$ cat src/rtl/morse_link_if.sv
// Key/arbitration bundle between the raw key pins and the arbiter outputs.
// Level semantics only: keys are sampled every clk, outputs are registered and valid every cycle.
interface morse_link_if;
  logic       local_key;
  logic       remote_key;
  logic       key_out;
  logic       tx_out;
  logic [1:0] owner;
  logic       talker_change;
  logic       collision;
  logic [1:0] arb_state;

  modport master (
    output local_key, remote_key,
    input  key_out, tx_out, owner, talker_change, collision, arb_state
  );

  modport slave (
    input  local_key, remote_key,
    output key_out, tx_out, owner, talker_change, collision, arb_state
  );
endinterface

$ cat src/rtl/morse_link_arbiter.sv
// Half-duplex arbiter: synchronises/debounces the local and remote keys and grants
// the interpreter datapath to one of them, with idle timeout and a hold-off window.
module morse_link_arbiter #(
  parameter int DEBOUNCE        = 5,
  parameter int IDLE_TIMEOUT    = 3000,
  parameter int HOLDOFF         = 200,
  parameter int REMOTE_PRIORITY = 1,
  parameter int CNT_W           = 12
) (
  input  logic         clk,
  input  logic         rst,
  morse_link_if.slave  link
);

  localparam int              DB_W      = $clog2(DEBOUNCE + 1);
  localparam logic [DB_W-1:0] DB_LAST   = DB_W'(DEBOUNCE - 1);
  localparam logic [CNT_W-1:0] IDLE_LAST = CNT_W'(IDLE_TIMEOUT - 1);
  localparam logic [CNT_W-1:0] HOLD_LAST = CNT_W'(HOLDOFF - 1);
  localparam logic [1:0]      OWN_NONE   = 2'b00;
  localparam logic [1:0]      OWN_LOCAL  = 2'b01;
  localparam logic [1:0]      OWN_REMOTE = 2'b10;

  typedef enum logic [1:0] {
    ST_IDLE    = 2'd0,
    ST_LOCAL   = 2'd1,
    ST_REMOTE  = 2'd2,
    ST_HOLDOFF = 2'd3
  } state_t;

  // Bit 0 is the local key, bit 1 the remote key throughout.
  logic [1:0]      raw;
  logic [1:0]      sync1;
  logic [1:0]      sync2;
  logic [1:0]      db;
  logic [1:0]      db_d1;
  logic [1:0]      seen_low;
  logic [1:0]      fill;
  logic [1:0]      rise;
  logic [DB_W-1:0] db_cnt [2];

  assign raw = {link.remote_key, link.local_key};

  // seen_low arms rise detection only once a key has been observed released after
  // reset, so a key held through reset cannot grab the link when it debounces high.
  always_ff @(posedge clk or posedge rst) begin
    if (rst) begin
      sync1    <= '0;
      sync2    <= '0;
      db       <= '0;
      db_d1    <= '0;
      seen_low <= '0;
      fill     <= '0;
      for (int i = 0; i < 2; i++) db_cnt[i] <= '0;
    end else begin
      sync1    <= raw;
      sync2    <= sync1;
      db_d1    <= db;
      fill     <= {fill[0], 1'b1};
      seen_low <= seen_low | ({2{fill[1]}} & ~sync2);
      for (int i = 0; i < 2; i++) begin
        if (sync2[i] != db[i]) begin
          if (db_cnt[i] == DB_LAST) begin
            db[i]     <= ~db[i];
            db_cnt[i] <= '0;
          end else begin
            db_cnt[i] <= db_cnt[i] + DB_W'(1);
          end
        end else begin
          db_cnt[i] <= '0;
        end
      end
    end
  end

  assign rise = db & ~db_d1 & seen_low;

  state_t           state_q;
  state_t           state_nxt;
  logic [CNT_W-1:0] cnt_q;
  logic [CNT_W-1:0] cnt_nxt;
  logic [CNT_W-1:0] cnt_inc;
  logic [1:0]       last_q;
  logic [1:0]       last_nxt;
  logic [1:0]       grant;
  logic             tc_nxt;
  logic             col_nxt;
  logic [1:0]       owner_nxt;
  logic             key_nxt;
  logic             tx_nxt;

  assign cnt_inc = (cnt_q == '1) ? cnt_q : cnt_q + CNT_W'(1);

  always_comb begin
    state_nxt = state_q;
    cnt_nxt   = '0;
    last_nxt  = last_q;
    grant     = OWN_NONE;
    tc_nxt    = 1'b0;
    col_nxt   = 1'b0;
    case (state_q)
      ST_IDLE: begin
        if (rise[1] && (!rise[0] || (REMOTE_PRIORITY != 0))) begin
          grant = OWN_REMOTE;
        end else if (rise[0]) begin
          grant = OWN_LOCAL;
        end
        if (grant != OWN_NONE) begin
          state_nxt = (grant == OWN_REMOTE) ? ST_REMOTE : ST_LOCAL;
          tc_nxt    = (grant != last_q);
          last_nxt  = grant;
        end
      end
      ST_LOCAL: begin
        col_nxt = rise[1];
        if (!db[0]) begin
          if (cnt_q == IDLE_LAST) state_nxt = ST_HOLDOFF;
          else                    cnt_nxt   = cnt_inc;
        end
      end
      ST_REMOTE: begin
        col_nxt = rise[0];
        if (!db[1]) begin
          if (cnt_q == IDLE_LAST) state_nxt = ST_HOLDOFF;
          else                    cnt_nxt   = cnt_inc;
        end
      end
      ST_HOLDOFF: begin
        if (cnt_q == HOLD_LAST) state_nxt = ST_IDLE;
        else                    cnt_nxt   = cnt_inc;
      end
      default: state_nxt = ST_IDLE;
    endcase
  end

  // Outputs are decoded from the next state so they line up with the state register.
  always_comb begin
    owner_nxt = OWN_NONE;
    key_nxt   = 1'b0;
    tx_nxt    = 1'b0;
    case (state_nxt)
      ST_LOCAL: begin
        owner_nxt = OWN_LOCAL;
        key_nxt   = db[0];
        tx_nxt    = db[0];
      end
      ST_REMOTE: begin
        owner_nxt = OWN_REMOTE;
        key_nxt   = db[1];
      end
      default: begin
        owner_nxt = OWN_NONE;
      end
    endcase
  end

  always_ff @(posedge clk or posedge rst) begin
    if (rst) begin
      state_q            <= ST_IDLE;
      cnt_q              <= '0;
      last_q             <= OWN_NONE;
      link.owner         <= OWN_NONE;
      link.key_out       <= 1'b0;
      link.tx_out        <= 1'b0;
      link.talker_change <= 1'b0;
      link.collision     <= 1'b0;
    end else begin
      state_q            <= state_nxt;
      cnt_q              <= cnt_nxt;
      last_q             <= last_nxt;
      link.owner         <= owner_nxt;
      link.key_out       <= key_nxt;
      link.tx_out        <= tx_nxt;
      link.talker_change <= tc_nxt;
      link.collision     <= col_nxt;
    end
  end

  assign link.arb_state = state_q;

endmodule

$ cat src/flat_wrapper.sv
// flat-port wrapper written by rule: the top's interface ports become plain ports
module morse_link_arbiter_flat 
#(
  parameter int DEBOUNCE        = 5,
  parameter int IDLE_TIMEOUT    = 3000,
  parameter int HOLDOFF         = 200,
  parameter int REMOTE_PRIORITY = 1,
  parameter int CNT_W           = 12
)
  (clk, rst, link_local_key, link_remote_key, link_key_out, link_tx_out, link_owner, link_talker_change, link_collision, link_arb_state);
  morse_link_if link_i ();
  input  logic clk;
  input  logic rst;
  input wire logic [$bits(link_i.local_key)-1:0] link_local_key;
  input wire logic [$bits(link_i.remote_key)-1:0] link_remote_key;
  output wire logic [$bits(link_i.key_out)-1:0] link_key_out;
  output wire logic [$bits(link_i.tx_out)-1:0] link_tx_out;
  output wire logic [$bits(link_i.owner)-1:0] link_owner;
  output wire logic [$bits(link_i.talker_change)-1:0] link_talker_change;
  output wire logic [$bits(link_i.collision)-1:0] link_collision;
  output wire logic [$bits(link_i.arb_state)-1:0] link_arb_state;
  assign link_i.local_key = link_local_key;
  assign link_i.remote_key = link_remote_key;
  assign link_key_out = link_i.key_out;
  assign link_tx_out = link_i.tx_out;
  assign link_owner = link_i.owner;
  assign link_talker_change = link_i.talker_change;
  assign link_collision = link_i.collision;
  assign link_arb_state = link_i.arb_state;
  morse_link_arbiter #(.DEBOUNCE(DEBOUNCE), .IDLE_TIMEOUT(IDLE_TIMEOUT), .HOLDOFF(HOLDOFF), .REMOTE_PRIORITY(REMOTE_PRIORITY), .CNT_W(CNT_W)) u_core (.clk(clk), .rst(rst), .link(link_i));
endmodule
$ cat config.mk
export PLATFORM = sky130hd
export DESIGN_NAME = morse_link_arbiter_flat
export DESIGN_NICKNAME = d
export VERILOG_FILES = /design/src/rtl/morse_link_if.sv /design/src/rtl/morse_link_arbiter.sv /design/src/flat_wrapper.sv
export SDC_FILE = /design/constraint.sdc
export NUM_CORES = 1
export LEC_CHECK = 0
export ABC_AREA = 1
export BUFFER_PORTS_ARGS = -buffer_cell sky130_fd_sc_hd__buf_2
export CELL_PAD_IN_SITES_DETAIL_PLACEMENT = 1
export CELL_PAD_IN_SITES_GLOBAL_PLACEMENT = 2
export CORE_ASPECT_RATIO = 0.75
export CORE_UTILIZATION = 37
export CTS_BUF_LIST = sky130_fd_sc_hd__clkbuf_16
export DETAILED_ROUTE_END_ITERATION = 12
export GPL_TIMING_DRIVEN = 0
export PLACE_DENSITY = 0.74
export SLEW_MARGIN = 40
export SYNTH_ARGS = -nofsm -noshare
export SYNTH_HDL_FRONTEND = slang
export SYNTH_SLANG_ARGS = --single-unit
$ cat constraint.sdc
create_clock -name clk -period 2.1 [get_ports clk]
set_input_delay 0.105 -clock clk [delete_from_list [all_inputs] [get_ports clk]]
set_output_delay 0.105 -clock clk [all_outputs]
set_load 0.02 [all_outputs]
==> flow_summary.toml <==
[critical_path]
regToRegSetupSlack_ns = 0.21
cp-end-kind = "register"
reg2reg_to = "u_core.link.key_out"
cp_max_fo = 3
crit_required_ns = 2.31
r2r-start = "u_core.cnt_q[0]"
r2r_cells = 11
critPathLaunch = "u_core.cnt_q[0]"
cp.arrival_ns = 2.09
critPathLaunchType = "register"
path_class = "register to register"

[logic_synthesis]
synth_area_um2 = 1950
post-synth-top-count-cell = "nand2_1"
synth_edf_count = 0
yosys-top-cells-area = "dfrtp_1 51%, nand2_1 9.3%, ha_1 8.4%"
ys_ff_latch = 40
yosys_warnings = 0
synth_area_leader_cell = "dfrtp_1"
synth-seq-area-share_pct = 51.4
avgSynthCellArea_um2 = 8.81
synthArstFlopShare_pct = 100
ys_top_cells_by_count = "48 x nand2_1, 40 x dfrtp_1, 32 x inv_1"
syn-num-nets = 238
synth_ff_type = "dfrtp_1"
synth_cell_types = 26
syn_inst = 221
yosysTopAreaCellShare_pct = 51.4

[timing]
post-route-period-util_pct = 89.9
fin_worst_skew_ns = 0.00427
fmax_ghz = 0.529
drv_slew = 0
min_period_ns = 1.89
holdWs_ns = 0.354
timing_hold_violations_final = 0
setup_slack_ns = 0.211
setup_viol = 0
setup_tns_ns = 0

[finish]
final_nets = 263
area_growth_pct = 18.8
nFillCells = 606
utilization_pct = 46.4
diodes = 0
drive_gt1_share_pct = 13.8

[floorplan]
fp-row-count = 22
ios = 12
die-width_um = 85.8
dieArea_um2 = 5560
die_h_um = 64.8
start_util_pct = 39.1
fp.coreArea_um2 = 4980

[detailed_routing]
wl_um = 4430
drc = 0
post_drt_wl_per_cell_um = 13.9
drt.antenna.violating_nets = 0
viasPerCell = 4.64
dr_total_vias = 1481
dr.pass1.iters = 4
drtIter0Drc = 76

[clock_tree]
worst_skew_pair.late_latency_ns = 0.28
path_clk_slew_ns = 0.06
cts_tree = "built"
cts_buffer_depth = 2
h-tree-depth = 2
cts.sinks = 40
cts_buffers = 5
cts-root-buf = "clkbuf_16"

[run]
max-cap-violations = 0

[place]
place_congestion = 0.764
dp_hpwl_um = 3310
place_ws_ns = 0.168
io_buffers = 11

[pwr]
p_per_area_nw_per_um2 = 1170
internal-power_mw = 1.70
ir_drop_mv = 0.592
leakage_nw = 1.19
comb_power_share_pct = 34.1
p_clk_share_pct = 26.6
swShare_pct = 37.2
p_switching_mw = 1.01
p_seq_share_pct = 39.4

[global_route]
antenna_found_initial = 0
grt-ovfl-total = 0
track_usage_pct = 18.6
grt_pass1_vias = 1567
grt_pass1_wl_um = 7600
grt_max_degree = 25

[run_status]
status = "finished clean"

[worst_hold_path]
hold_path_end = "u_core.sync2[0]"
hold_depth = 0
worstHoldStart = "u_core.sync1[0]"
hp-class = "register to register"
## per-layer routing
layer | wire, um | GRT usage [%]
met5 | 0 | 0
met4 | 60 | 7.50
met3 | 126 | 4.46
met2 | 1900 | 28.3
met1 | 2340 | 25.5
## registers in the layout, summed over array words and instances, names as in the netlist, 2 cells and up
register	count
u_core.cnt_q	12
u_core.db	2
u_core.db_cnt	6
u_core.db_d1	2
u_core.fill	2
u_core.last_q	2
u_core.link.arb_state	2
u_core.link.owner	2
u_core.seen_low	2
u_core.sync1	2
u_core.sync2	2
## stage by stage
step | std cells | total power [mW] | instance area [um2]
6_report | 319 | 2.71 | 2310
5_1_grt | 319 | 2.94 | 2310
4_1_cts | 316 | 2.72 | 2290
3_5_place_dp | 305 | 1.96 | 2120
3_3_place_gp | 304 | 1.89 | 2090
2_1_floorplan | 221 | 1.67 | 1950
## layout make-up
| type | instances | area [um2] | area share (%) |
|---|---|---|---|
| inverters | 33 | 124 | 5.35 |
| well taps | 72 | 90.1 | 3.89 |
| clock buffers | 5 | 125 | 5.41 |
| flip-flops and latches | 40 | 1000 | 43.3 |
| clock inverters | 3 | 13.8 | 0.595 |
| plain buffers | 1 | 11.3 | 0.487 |
| repair buffers | 18 | 135 | 5.84 |
| multi-input cells | 147 | 813 | 35.2 |
## cells by family (layout without fill, tap and decap cells)
| group | count (synthesis) | count (layout) | synth area share, % |
|---|---|---|---|
| compound gates | 23 | 23 | 6.68 |
| flops | 40 | 40 | 51.4 |
| other cells | 1 | 1 | 0.193 |
| simple gates | 104 | 104 | 23.7 |
| buf+inv | 34 | 60 | 6.94 |
| xor+xnor | 6 | 6 | 2.70 |
| fa+ha+maj | 13 | 13 | 8.35 |
## timing repair
| action | 4_1_cts | 5_1_grt |
|---|---|---|
| endpoints found under the setup margin | 0 | 2 |
| hold buffers | 3 | 0 |
| resized for setup | 0 | 3 |
| setup buffers | 0 | 3 |
| endpoints found under the hold margin | 18 | 0 |
## critical path, stage by stage, from the launching register on
cell and delay [ns]:
dfrtp_1 0.38, ha_1 0.22, nand2_2 0.08, nor2_1 0.19
nand4_1 0.18, nand2_1 0.10, nand2_1 0.05, nand3_1 0.09
nand2_2 0.09, inv_2 0.09, ha_1 0.22, a21oi_1 0.12
## how the worst max path moves through the flow
stage / endpoint / cells after the start
finish: u_core.link.key_out / 11
floorplan: u_core.link.key_out / 12
detailed placement: u_core.link.key_out / 12
global route: u_core.link.key_out / 13
global placement: u_core.link.key_out / 12
CTS: u_core.link.key_out / 12
## placed cells by master, fill, tap and decap left out, drive strengths merged
| cell | instances |
|---|---|
| dlygate4sd3 | 3 |
| nand2 | 52 |
| a21boi | 1 |
| o21ai | 8 |
| nor3b | 3 |
| conb | 1 |
| o211ai | 1 |
| clkbuf | 5 |
| nor3 | 5 |
| nor2 | 30 |
| clkinv | 3 |
| inv | 33 |
| xor2 | 3 |
| o21bai | 3 |
| dfrtp | 40 |
| o22ai | 2 |
| or2 | 1 |
| buf | 16 |
| ha | 13 |
| xnor2 | 3 |
| nand4 | 3 |
| nand3 | 10 |
| a21oi | 8 |
## power by group through the flow
| stage | logic, mW | clock network (mW) | registers, mW |
|---|---|---|---|
| finish | 0.922 | 0.719 | 1.07 |
| global route | 1.07 | 0.774 | 1.09 |
| CTS | 0.903 | 0.752 | 1.07 |
| detailed placement | 0.881 | 0 | 1.08 |
| global placement | 0.825 | 0 | 1.06 |
| floorplan | 0.549 | 0 | 1.12 |
Note: power is estimated with default switching activity, not from simulation.
